### config.mk
export PLATFORM = sky130hd
export DESIGN_NAME = uart_rx_os
export DESIGN_NICKNAME = d
export VERILOG_FILES = /design/src/rtl/uart_pkg.sv /design/src/rtl/uart_baud_tick.sv /design/src/rtl/uart_rx_os.sv
export SDC_FILE = /design/constraint.sdc
export NUM_CORES = 1
export LEC_CHECK = 0
export CAP_MARGIN = 20
export CORE_MARGIN = 2
export CORE_UTILIZATION = 30
export DETAILED_ROUTE_END_ITERATION = 7
export GPL_TIMING_DRIVEN = 1
export HOLD_SLACK_MARGIN = 0.03
export MAX_ROUTING_LAYER = met4
export SLEW_MARGIN = 25
export SYNTH_ARGS = -nofsm -noshare
export SYNTH_HDL_FRONTEND = slang
export SYNTH_SLANG_ARGS = --single-unit
### constraint.sdc
create_clock -name clk -period 3.45 [get_ports clk]
set_input_delay 0.8625 -clock clk [delete_from_list [all_inputs] [get_ports clk]]
set_output_delay 0.8625 -clock clk [all_outputs]
set_load 0.05 [all_outputs]
### src/rtl/uart_pkg.sv
// Shared UART definitions: parity modes, receiver states, line levels and the
// parity helper used by both the receive and transmit paths.
package uart_pkg;

  typedef enum logic [1:0] {
    PARITY_NONE = 2'd0,
    PARITY_EVEN = 2'd1,
    PARITY_ODD  = 2'd2
  } parity_t;

  typedef enum logic [2:0] {
    StIdle,
    StStart,
    StData,
    StParity,
    StStop1,
    StStop2
  } uart_rx_state_t;

  localparam logic IDLE_VAL  = 1'b1;
  localparam logic START_VAL = 1'b0;

  // Reserved encoding 3 behaves as no parity.
  function automatic parity_t decode_parity(input logic [1:0] mode);
    parity_t p;
    case (mode)
      2'd1:    p = PARITY_EVEN;
      2'd2:    p = PARITY_ODD;
      default: p = PARITY_NONE;
    endcase
    return p;
  endfunction

  // Expected parity bit over the low nbits of data.
  function automatic logic calc_parity(input logic [15:0] data, input logic [3:0] nbits,
                                       input parity_t mode);
    logic p;
    p = 1'b0;
    for (int i = 0; i < 16; i++) begin
      if (i < int'(nbits)) p = p ^ data[i];
    end
    return (mode == PARITY_ODD) ? ~p : p;
  endfunction

endpackage

### src/rtl/uart_baud_tick.sv
// Baud divisor: emits a one-clk tick every baud_div cycles (0 behaves as 1).
// restart holds the count at zero so the first tick lands a full period later.
module uart_baud_tick #(
  parameter int unsigned DIV_W = 16
) (
  input  logic             clk,
  input  logic             rst,
  input  logic             restart,
  input  logic             run,
  input  logic [DIV_W-1:0] baud_div,
  output logic             tick
);

  logic [DIV_W-1:0] cnt_q, cnt_d;
  logic [DIV_W-1:0] last;

  assign last = (baud_div == '0) ? '0 : baud_div - DIV_W'(1);
  assign tick = run && !restart && (cnt_q == last);

  // Next count: clear on restart or at end of period, otherwise advance.
  always_comb begin
    cnt_d = cnt_q;
    if (restart) begin
      cnt_d = '0;
    end else if (run) begin
      cnt_d = tick ? '0 : cnt_q + DIV_W'(1);
    end
  end

  // Counter register.
  always_ff @(posedge clk or posedge rst) begin
    if (rst) cnt_q <= '0;
    else     cnt_q <= cnt_d;
  end

endmodule

### src/rtl/uart_rx_os.sv
// Oversampled UART receiver with runtime data width, parity and stop-bit
// configuration. Define UART_RX_MAJORITY_EN to take each bit as the 2-of-3
// majority of the last three sample ticks instead of a single centre sample.
module uart_rx_os
  import uart_pkg::*;
#(
  parameter int unsigned MAX_DATA_BITS = 9,
  parameter int unsigned OVERSAMPLE    = 16,
  parameter int unsigned DIV_W         = 16
) (
  input  logic                     clk,
  input  logic                     rst,
  input  logic                     rx,
  input  logic                     en,
  input  logic [DIV_W-1:0]         baud_div,
  input  logic [3:0]               data_bits,
  input  logic [1:0]               parity_mode,
  input  logic                     stop_bits,
  output logic [MAX_DATA_BITS-1:0] out_data,
  output logic                     out_valid,
  input  logic                     out_ready,
  output logic                     parity_err,
  output logic                     frame_err,
  output logic                     overrun,
  output logic                     busy
);

  localparam int unsigned CNT_W = $clog2(OVERSAMPLE);
  localparam logic [CNT_W-1:0] HalfLast = CNT_W'(OVERSAMPLE / 2 - 1);
  localparam logic [CNT_W-1:0] BitLast  = CNT_W'(OVERSAMPLE - 1);
  localparam logic [3:0]       MaxBits  = 4'(MAX_DATA_BITS);

  uart_rx_state_t state_q, state_d;
  logic                     rx_meta_q, rxs;
  logic [CNT_W-1:0]         s_cnt_q, s_cnt_d;
  logic [3:0]               idx_q, idx_d;
  logic [3:0]               nbits_q, nbits_d;
  parity_t                  pmode_q, pmode_d;
  logic                     two_stop_q, two_stop_d;
  logic [MAX_DATA_BITS-1:0] data_q, data_d;
  logic                     perr_q, perr_d, ferr_q, ferr_d;
  logic                     need_high_q, need_high_d;
  logic                     done_q, done_d;
  logic                     tick, samp;
  logic [MAX_DATA_BITS-1:0] out_data_q;
  logic                     out_valid_q, parity_err_q, frame_err_q, overrun_q;

  // Two-flop synchroniser for the asynchronous line, reset to idle level.
  always_ff @(posedge clk or posedge rst) begin
    if (rst) begin
      rx_meta_q <= IDLE_VAL;
      rxs       <= IDLE_VAL;
    end else begin
      rx_meta_q <= rx;
      rxs       <= rx_meta_q;
    end
  end

  uart_baud_tick #(
    .DIV_W(DIV_W)
  ) u_baud_tick (
    .clk     (clk),
    .rst     (rst),
    .restart (state_q == StIdle),
    .run     (state_q != StIdle),
    .baud_div(baud_div),
    .tick    (tick)
  );

`ifdef UART_RX_MAJORITY_EN
  logic [1:0] hist_q;

  // History of the two previous sample ticks for the majority vote.
  always_ff @(posedge clk or posedge rst) begin
    if (rst)       hist_q <= {IDLE_VAL, IDLE_VAL};
    else if (tick) hist_q <= {hist_q[0], rxs};
  end

  assign samp = (hist_q[1] & hist_q[0]) | (hist_q[1] & rxs) | (hist_q[0] & rxs);
`else
  assign samp = rxs;
`endif

  // Frame FSM: start detection, bit sampling, error collection.
  always_comb begin
    state_d     = state_q;
    s_cnt_d     = s_cnt_q;
    idx_d       = idx_q;
    nbits_d     = nbits_q;
    pmode_d     = pmode_q;
    two_stop_d  = two_stop_q;
    data_d      = data_q;
    perr_d      = perr_q;
    ferr_d      = ferr_q;
    need_high_d = need_high_q;
    done_d      = 1'b0;
    unique case (state_q)
      StIdle: begin
        // After a low stop bit (e.g. a break) the line must go high before re-arming.
        if (rxs == IDLE_VAL) need_high_d = 1'b0;
        if (en && rxs == START_VAL && !need_high_q) begin
          nbits_d    = (data_bits < 4'd5 || data_bits > MaxBits) ? MaxBits : data_bits;
          pmode_d    = decode_parity(parity_mode);
          two_stop_d = stop_bits;
          s_cnt_d    = '0;
          idx_d      = '0;
          data_d     = '0;
          perr_d     = 1'b0;
          ferr_d     = 1'b0;
          state_d    = StStart;
        end
      end
      StStart: begin
        if (tick) begin
          if (s_cnt_q == HalfLast) begin
            s_cnt_d = '0;
            state_d = (samp == IDLE_VAL) ? StIdle : StData;
          end else begin
            s_cnt_d = s_cnt_q + CNT_W'(1);
          end
        end
      end
      default: begin
        if (tick) begin
          // Power-of-two oversample: the increment wraps to 0 after BitLast.
          s_cnt_d = s_cnt_q + CNT_W'(1);
          if (s_cnt_q == BitLast) begin
            unique case (state_q)
              StData: begin
                for (int unsigned i = 0; i < MAX_DATA_BITS; i++) begin
                  if (4'(i) == idx_q) data_d[i] = samp;
                end
                idx_d = idx_q + 4'd1;
                if (idx_q == nbits_q - 4'd1) begin
                  state_d = (pmode_q != PARITY_NONE) ? StParity : StStop1;
                end
              end
              StParity: begin
                if (samp != calc_parity(16'(data_q), nbits_q, pmode_q)) perr_d = 1'b1;
                state_d = StStop1;
              end
              StStop1: begin
                if (samp == START_VAL) ferr_d = 1'b1;
                if (two_stop_q) begin
                  state_d = StStop2;
                end else begin
                  state_d     = StIdle;
                  done_d      = 1'b1;
                  need_high_d = (samp == START_VAL);
                end
              end
              default: begin
                if (samp == START_VAL) ferr_d = 1'b1;
                state_d     = StIdle;
                done_d      = 1'b1;
                need_high_d = (samp == START_VAL);
              end
            endcase
          end
        end
      end
    endcase
  end

  // Frame state registers.
  always_ff @(posedge clk or posedge rst) begin
    if (rst) begin
      state_q     <= StIdle;
      s_cnt_q     <= '0;
      idx_q       <= '0;
      nbits_q     <= MaxBits;
      pmode_q     <= PARITY_NONE;
      two_stop_q  <= 1'b0;
      data_q      <= '0;
      perr_q      <= 1'b0;
      ferr_q      <= 1'b0;
      need_high_q <= 1'b0;
      done_q      <= 1'b0;
    end else begin
      state_q     <= state_d;
      s_cnt_q     <= s_cnt_d;
      idx_q       <= idx_d;
      nbits_q     <= nbits_d;
      pmode_q     <= pmode_d;
      two_stop_q  <= two_stop_d;
      data_q      <= data_d;
      perr_q      <= perr_d;
      ferr_q      <= ferr_d;
      need_high_q <= need_high_d;
      done_q      <= done_d;
    end
  end

  // Output holding register: load on completion if free or being accepted, else flag overrun.
  always_ff @(posedge clk or posedge rst) begin
    if (rst) begin
      out_data_q   <= '0;
      out_valid_q  <= 1'b0;
      parity_err_q <= 1'b0;
      frame_err_q  <= 1'b0;
      overrun_q    <= 1'b0;
    end else begin
      overrun_q <= 1'b0;
      if (done_q) begin
        if (!out_valid_q || out_ready) begin
          out_data_q   <= data_q;
          parity_err_q <= perr_q;
          frame_err_q  <= ferr_q;
          out_valid_q  <= 1'b1;
        end else begin
          overrun_q <= 1'b1;
        end
      end else if (out_valid_q && out_ready) begin
        out_valid_q <= 1'b0;
      end
    end
  end

  assign out_data   = out_data_q;
  assign out_valid  = out_valid_q;
  assign parity_err = parity_err_q;
  assign frame_err  = frame_err_q;
  assign overrun    = overrun_q;
  assign busy       = (state_q != StIdle);

endmodule

==> summary.md <==
| Metric | Value |
|---|---|
| Vias | 3634 |
| Post-layout util | 0.436 |
| Seq cells post-synth | 62 |
| DRC viols | 0 |
| Die Ht | 120 um |
| Failing checks | negative setup slack |
| Worst setup path class | in -> reg |
| Xor-xnor portion of the synthesized cell area | 0.0857 |
| Final antenna-violating net count | 0 |
| Clock latency at the later pin of the worst-skew pair | 330 ps |
| Most frequent cells after synthesis | dfrtp_1, nand2_1, nor2_1 |
| Largest family of logic cells by synthesized area | simple AND/OR/NAND/NOR gates |
| Adder-cell share of the synthesized area | 0.0365 |
| GRT Total Usage | 0.151 |
| Worst setup SP type | input pin |
| Switching Share | 0.269 |
| Max incr delay on CP | 560 ps |
| Max VDD drop | 0.000207 V |
| RSZ-0062 raised after global routing | yes |
| Register Area | 1560 um2 |
| Ys flop type | dfrtp_1 |
| Die Width | 120 um |
| Post-DP HPWL | 7.56 mm |
| Synth Cell Area | 4050 um2 |
| Final wirelength | 10.4 mm |
| Top-area cell type share of the netlist area | 0.359 |
| # setup viols final | 36 |
| Max-slew violations | 0 |
| Period minus WS final | 3620 ps |
| Hold WC Path Type | reg -> reg |
| Most common cell in the netlist | dfrtp_1 |
| Mapped Cells | 447 |
| Worst-case clock buffer depth | 2 |
| Complex-gate fraction of the synthesized area | 0.118 |
| Clk_skew | 6.43 ps |
| Avg Inst Size Synth | 9.05 um2 |
| Leak | 0.00257 uW |
| CP cell instances | buf_6 -> or4_4 -> or4_4 -> a32oi_2 -> xnor2_1 -> or3b_1 -> or4b_4 -> nand2b_4 -> or4_1 -> nand3_1 |
| Yosys cell types | 63 |
| Synthesis-to-finish area growth | 42.3% |
| Setup ws final | -170 ps |
| Register clock-pin slew on the reported worst setup and hold paths | 60 ps |
| Req. time, crit path | 3710 ps |
| Async S/R FF share, synth | 1.00 |
| Number of I/O port buffers | 41 |
| Final Hold Fails | 0 |
| Max_slew headroom | 0.583 |
| Hold Slack | 358 ps |
| Die area | 14400 um2 |
| Post-synth EDFFs | 0 |
| Fraction of layout cells with a size suffix above 1 | 0.310 |
| Core area | 13200 um2 |
| Routability Congestion | 0.814 |
| Multi-input gate area | 2650 um2 |
| Synth warnings | 0 |
| Gate power share | 0.147 |
| Max Clock Freq | 276 MHz |
| Fin crit share | 1.05 |
| Internal | 1380 uW |
| Max_cap viols | 0 |
| Synthesized-area fraction occupied by and/or/nand/nor cells | 0.259 |
| First DRT Iteration DRCs | 204 |
| Mux share of post-synthesis cell area | 0.0785 |
| CP Capture Type | flip-flop |
| Initial antenna violation count | 0 |
| CP arrival | 3880 ps |
| Leading post-synthesis cells by cell area | dfrtp_1, xnor2_1, nand2_1 |
| DR WL/cell | 14.2 um |
| Clock power share | 0.433 |
| Diodes inserted | 0 |
| Clk sinks | 62 |
| Nets@finish | 589 |
| FILL cells | 1313 |
| Sequential share of the synthesized area | 0.385 |
| Top cell family by delay on the critical path | simple AND/OR/NAND/NOR gates |
| Pin count of the biggest net entering global routing | 31 |
| Pwr Density | 329 nW/um2 |
| Grt total ovfl | 0 |
| Leading area contributor after synthesis | dfrtp_1 |
| DR vias/cell | 4.97 |
| First-pass GRT wire length | 17.2 mm |
| Critical Path Fanout Max | 4 |
| Crit-path most repeated cell | or4_4 |
| Buf/Inv on CP | 1 |
| Ports | 42 |
| Hold_buf cts | 0 |
| Worst-margin pin slew | 624 ps |
| TritonCTS buffer count | 9 |
| Row count | 42 |
| Initial cell density of the core | 0.307 |
| Slowest CP cell | or4b_4 |
| Number of global-route vias before repair | 3585 |
| Clk root buf | clkbuf_16 |
| Synth Net Count | 486 |
| # H-tree levels | 3 |
| CTS tree | done |
| Drt pass-1 iters | 4 |
| Sequential share of power | 0.420 |
| Post-DP Area | 5060 um2 |
| Outcome | finished with violations |
| NetSw | 510 uW |
| Design area | 5760 um2 |
-- repair_timing --
item,in CTS,in global routing
setup endpoints to repair,40,40
gates resized for setup,44,62
pin swaps,11,31
gates cloned,0,1
setup buffers,6,9
-- layer usage --
| layer | track usage | vias to the layer above | wire length [um] |
|---|---|---|---|
| met4 | 0.0618 | 0 | 200 |
| met3 | 0.0195 | 16 | 325 |
| met5 | - | - | 0 |
| met1 | 0.180 | 1751 | 4510 |
| li1 | - | 1805 | - |
| met2 | 0.259 | 62 | 5320 |
-- stage by stage --
| stage | TNS (ps) | setup WS, ps | power [uW] | std cells |
|---|---|---|---|---|
| detailed placement | -31280 | -884 | 1050 | 699 |
| global placement | -27000 | -800 | 1040 | 699 |
| floorplan | -7150 | -289 | 934 | 447 |
| finish | -4040 | -170 | 1900 | 731 |
| CTS | -4720 | -252 | 1890 | 721 |
| global route | -7600 | -244 | 1980 | 731 |
-- power groups by stage --
stage | clock network, uW | registers, uW | logic (uW)
2_1_floorplan | 0 | 777 | 156
3_3_place_gp | 0 | 805 | 238
3_5_place_dp | 0 | 805 | 243
4_1_cts | 842 | 793 | 255
5_1_grt | 877 | 800 | 306
6_report | 821 | 795 | 279
-- layout by cell type, fill, tap and decap left out, drive strengths merged, types with 8 or more instances in the layout --
| master | n |
|---|---|
| clkbuf | 12 |
| clkdlybuf4s50 | 27 |
| ha | 11 |
| a21oi | 8 |
| nand2 | 46 |
| nand2b | 9 |
| xnor2 | 24 |
| xor2 | 13 |
| or4 | 8 |
| inv | 16 |
| nand3 | 23 |
| nand4 | 10 |
| and3 | 9 |
| mux2i | 16 |
| nor2 | 38 |
| mux2 | 14 |
| nor3 | 10 |
| o21ai | 22 |
| buf | 77 |
| dfrtp | 58 |
-- final cells by class --
cell class,instances,share of cell area
Clock inverter,7,0.00869
Clock buffer,9,0.0391
Sequential cell,62,0.270
Inverter,16,0.0104
Timing Repair Buffer,115,0.172
Multi-Input combinational cell,346,0.461
Tap cell,176,0.0383
-- worst register-to-register path: stages (launching register included) --
cell and delay (ps):
dfrtp_1 450, xnor2_1 260, xor2_1 170, nand3_1 110, o22ai_2 200, or3b_1 390
or4b_4 560, nand2b_4 170, or4_1 390, nand3_1 80
-- final timing paths --
path | startpoint | end | slack (ps) | depth (start not counted)
hold / removal | rx_meta_q$_DFF_PP1_ | rxs$_DFF_PP1_ | 360 | 0
max in group asynchronous | rst | nbits_q[0]$_DFFE_PP1P_ | 1780 | 3
setup / recovery | baud_div[2] | state_q[1]$_DFFE_PP0P_ | -170 | 10
setup reg to reg | u_baud_tick.cnt_q[3]$_DFF_PP0_ | state_q[1]$_DFFE_PP0P_ | 610 | 9
hold reg to reg | rx_meta_q$_DFF_PP1_ | rxs$_DFF_PP1_ | 360 | 0
min in group asynchronous | rst | data_q[7]$_DFFE_PP0P_ | 940 | 2
-- state kept, by name (all words and copies together), names as in the netlist --
signal and flops:
parity_err 1, out_data 9, data_q 9, frame_err 1, u_baud_tick.cnt_q 16, nbits_q 4
pmode_q 2, s_cnt_q 4, overrun 1, done_q 1, two_stop_q 1, rx_meta_q 1
perr_q 1, state_q 3, idx_q 4, ferr_q 1, need_high_q 1, rxs 1
out_valid 1
-- kinds of logic (layout without fill, tap and decap cells) --
logic type	count (synthesis)	after routing
AND/OR/NAND/NOR	195	195
multiplexers	30	30
flip-flops	62	62
XOR/XNOR	38	38
buffers and inverters	39	147
adder cells (fa/ha/maj)	12	12
AO/OA/AOI/OAI	71	71
No activity file was read; power rests on OpenSTA's default activity.
==> patch 1, RTL diff (config.mk and constraints unchanged) <==
Take the reset off `data_q` and load it in a clocked block of its own.
--- a/src/rtl/uart_rx_os.sv
+++ b/src/rtl/uart_rx_os.sv
@@ -173,3 +173,2 @@
       two_stop_q  <= 1'b0;
-      data_q      <= '0;
       perr_q      <= 1'b0;
@@ -185,3 +184,2 @@
       two_stop_q  <= two_stop_d;
-      data_q      <= data_d;
       perr_q      <= perr_d;
@@ -191,2 +189,6 @@
     end
+  end
+
+  always_ff @(posedge clk) begin
+    data_q <= data_d;
   end
Function: no difference found for any inputs over 10 cycles, from zero or initial values and one cycle with rst high; that may be too few to reach the edited logic, so the function may still have changed.
==> patch 1 against the original RTL <==
The flow still finishes with violations (setup timing). Routed wire length grew 5.4%. Worst setup slack improved by 100 ps. Worst hold slack got worse by 2.9 ps. Die area grew 2.1%. Sequential cell count is the same. Cell area rose by 1.2%. Cell count up 1.2%. Area after synthesis is 2.1% higher. Non-clock buffer count rose by 3. Critical path type unchanged. Critical endpoint is now data_q[8]$_SDFFCE_PP0P_.
Power is not compared: it rests on default switching activity, and its combinational part moved more than twofold at a synthesized area within 25%.
==> patch 1: results <==
[grt]
grt_use_total_pct = 15.8
grt_use_met2_pct = 25.4
met1_usage_pct = 20.8
grt_max_degree = 22

[critical_path]
path_max_fanout = 6
critPathSlowestCell = "or4_4"
worstPathArrival_ps = 3550

[synth]
synth-edff-count = 9
async_reset_ff_share_pct = 85.5
synth.avg_cell_area_um2 = 9.22
ys_types = 74
yosysSeqAreaShare_pct = 38.8
ys_top_cells_by_count = "dfrtp_1 (49), nor2_1 (49), nand2_1 (38), xnor2_1 (25), nand3_1 (21)"

[timing]
finClkSkew_ps = 5.60
worstMarginPinSlew_ps = 580
layout_setup_ws_ps = -66.3
final-setup-viol-count = 9

[route]
dr.pass1.iters = 5
drt_iter0_drc = 277
via_per_inst = 5.08

[outcome]
status = "complete, but fails checks"
failed_checks = "setup timing"

[placement]
dpl.cell_count = 705
hpwl_um = 7830
place.gp.congestion = 0.864

[finish]
fillers = 1290
[patch 1: final cells by class]
| class | instances | area share [%] |
|---|---|---|
| Multi-Input combinational cell | 353 | 46.2 |
| Clock buffer | 12 | 4.40 |
| Tap cell | 176 | 3.78 |
| Sequential cell | 62 | 27.5 |
| Clock inverter | 4 | 0.537 |
| Inverter | 15 | 0.966 |
| Timing Repair Buffer | 118 | 16.6 |
[patch 1: final timing paths]
check | from | slack, ps | to
max | baud_div[8] | -70 | data_q[8]$_SDFFCE_PP0P_
min | rx_meta_q$_DFF_PP1_ | 360 | rxs$_DFF_PP1_
max reg2reg | u_baud_tick.cnt_q[10]$_DFF_PP0_ | 850 | data_q[8]$_SDFFCE_PP0P_
min reg2reg | rx_meta_q$_DFF_PP1_ | 360 | rxs$_DFF_PP1_
max in group asynchronous | rst | 1890 | rx_meta_q$_DFF_PP1_
min in group asynchronous | rst | 880 | u_baud_tick.cnt_q[12]$_DFF_PP0_
[patch 1: per-stage QoR]
stage          TNS, ps  setup slack [ps]  cell area [um^2]  hold slack (ps)  util [%]
6_report          -387             -66.3              5830              355      43.7
5_1_grt           -676             -92.5              5830              363      43.7
4_1_cts              0              9.00              5730              356      42.9
3_5_place_dp    -26820              -789              5170              347      38.7
3_3_place_gp    -24890              -698              5170              346      38.7
2_1_floorplan     -178             -22.4              4180              345         -
[patch 1: routing by layer]
layer  share of wire, %  vias to the layer above
li1                   -                     1850
met1                 47                     1814
met2                 48                       84
met3                3.7                       12
met4                1.4                        0
met5                  0                        -
[patch 1: what timing repair did]
action,4_1_cts,5_1_grt
gates resized for setup,62,46
buffers inserted,11,6
endpoints found under the setup margin,40,22
gates cloned,2,0
pin swaps,26,25
endpoints found under the hold margin,0,0
[patch 1: cells by family (layout without fill, tap and decap cells)]
| kind of cell | after synthesis | after routing | share of synthesized area [%] |
|---|---|---|---|
| fa+ha+maj | 11 | 11 | 3.33 |
| xor+xnor | 43 | 43 | 9.63 |
| simple gates | 192 | 193 | 24.9 |
| buf+inv | 34 | 149 | 3.48 |
| flops | 62 | 62 | 38.8 |
| mux | 19 | 19 | 4.97 |
| compound gates | 87 | 87 | 15.0 |
[patch 1: worst register-to-register path, cell delays in order, from the launching register on]
cell       delay [ps]
dfrtp_1           480
nor2b_1           190
o22ai_1           160
o2111ai_2         170
a2111oi_2         290
nand4_1           160
buf_6             160
nor4_4            300
o21ai_2           130
buf_6             160
a21oi_4           110
[patch 1: power groups by stage]
stage | Clock (mW) | Combinational (mW) | Sequential [mW]
after floorplan | 0 | 0.673 | 0.928
after global routing | 0.896 | 1.08 | 1.03
after CTS | 0.856 | 0.937 | 1.00
after global placement | 0 | 0.839 | 1.01
after detailed placement | 0 | 0.856 | 1.01
final | 0.844 | 0.968 | 1.01
==> patch 2, RTL diff (same flow settings) <==
Without the edit above. Build with the macro `UART_RX_MAJORITY_EN` defined.
--- a/src/rtl/uart_rx_os.sv
+++ b/src/rtl/uart_rx_os.sv
@@ -3,2 +3,4 @@
 // majority of the last three sample ticks instead of a single centre sample.
+`define UART_RX_MAJORITY_EN
+
 module uart_rx_os
Formal check against the unedited RTL: no difference found for any inputs over 10 cycles, from zero or initial values and one cycle with rst high; that may be too few to reach the edited logic, so the function may still have changed.
==> patch 2 against the original RTL <==
Critical path depth unchanged. Area after synthesis grew 7.3%. Worst setup slack worse by 83 ps. Clock power up 10%. Sequential cell count rose by 2. Routed wire length increased by 26%. Cell area increased by 13%. Largest cell class unchanged. Power rose by 7.3%. The flow still finishes with violations (setup timing). Highest routed layer unchanged.
==> patch 2: results <==
[route]
routed_wirelength_um = 13000
wl_met2_um = 6360
vias = 4367
dr_wl_met3_um = 565
dr.pass1.iters = 5
wl_per_cell_um = 15.9
m1WireLength_um = 5800
drt_iter0_drc = 347

[flow_run]
max-cap-violations = 0

[finish]
layout.nets = 672
layout-drive-gt1-share_pct = 37.0
n_antenna_cell = 0
regMostFlops = "u_baud_tick.cnt_q"

[outcome]
status = "complete, but fails checks"
failed_checks = "setup timing"

[placement]
dpl.cell_count = 769
hpwl_um = 9290
place_ws_ps = -1070
place.gp.congestion = 0.915
place_area_mm2 = 0.00553

[pwr]
power_switching_mw = 0.518
max-vdd-ir-drop_mv = 0.235
power_frac_clock_pct = 44.5
pg_clk_mw = 0.905
leakagePower_nw = 2.70
comb_power_share_pct = 15.7

[grt]
grt_pass1_vias = 4312
use_met3_pct = 2.96
grt_use_met2_pct = 28.3
grt_use_total_pct = 17.4
grt_pass1_wl_um = 21600
met1_usage_pct = 21.8
grt_max_degree = 39

[synth]
yosysSeqAreaShare_pct = 37.0
synth_top_cells_by_area = "dfrtp_1 (33%), xnor2_1 (4.4%), nor2_1 (4.2%)"
syn_nets = 537
synth.avg_cell_area_um2 = 8.72
ys_top_cells_by_count = "dfrtp_1 (58), nor2_1 (49), nand2_1 (41), o21ai_0 (27)"

[clocking]
cts_buffers = 9
clk_latency_ps = 330
root_buffer = "clkbuf_16"

[critical_path]
rrSetupSlack_ps = 250
worstPathArrival_ps = 3960
rr_startpoint = "u_baud_tick.cnt_q[9]$_DFF_PP0_"
slowest_delay_ps = 500
path_max_fanout = 6
worstReg2RegEnd = "data_q[1]$_DFFE_PP0P_"
critPathSlowestCell = "or4_4"

[timing]
final-setup-viol-count = 40
finalSetupTns_ps = -7060
layout_setup_ws_ps = -252
holdWs_ps = 361
finClkSkew_ps = 7.98
worstMarginPinSlew_ps = 865
==> patch 2: cell count changes after synthesis, sizes merged, moves of 5 or more <==
cell / before / now
o21ai: 22 / 37
a21oi: 8 / 20
nor2: 38 / 49
mux2i: 16 / 6
o41ai: 2 / 12
inv: 15 / 23
nor3: 10 / 17
or3: 4 / 10
nand2: 46 / 41
==> patch 2: area by class of cell <==
class | instances | area, um^2
multi-input combinational | 388 | 3040
sequential | 64 | 1610
clock buffer | 12 | 246
inverter | 23 | 86.3
tap | 180 | 225
clock inverter | 4 | 45.0
timing repair buffer | 147 | 1250
fill | 1293 | 7480
==> patch 2: cell families (layout without fill, tap and decap cells) <==
| logic type | after synthesis | count (layout) | synth area share, % |
|---|---|---|---|
| adders and majority gates | 11 | 11 | 3.17 |
| and+or+nand+nor | 206 | 207 | 25.8 |
| DFF | 64 | 64 | 37.0 |
| AOI/OAI and AO/OA | 116 | 116 | 17.8 |
| xor gates and xnor gates | 35 | 35 | 7.06 |
| muxes | 19 | 19 | 4.75 |
| buffers and inverters | 47 | 186 | 4.38 |
==> patch 2: what timing repair did <==
action | 4_1_cts | 5_1_grt
gates cloned | 3 | 1
setup endpoints to repair | 42 | 42
gates resized for setup | 118 | 46
pin swaps | 43 | 29
setup buffers | 26 | 4
==> patch 2: worst max-delay path by stage <==
stage | slack [ps] | startpoint | end
after CTS | -210 | baud_div[12] | data_q[1]$_DFFE_PP0P_
final | -250 | baud_div[14] | data_q[1]$_DFFE_PP0P_
after global placement | -970 | baud_div[3] | data_q[8]$_DFFE_PP0P_
after detailed placement | -1070 | baud_div[3] | data_q[1]$_DFFE_PP0P_
after floorplan | -380 | baud_div[2] | data_q[7]$_DFFE_PP0P_
after global routing | -400 | baud_div[0] | state_q[0]$_DFFE_PP0P_
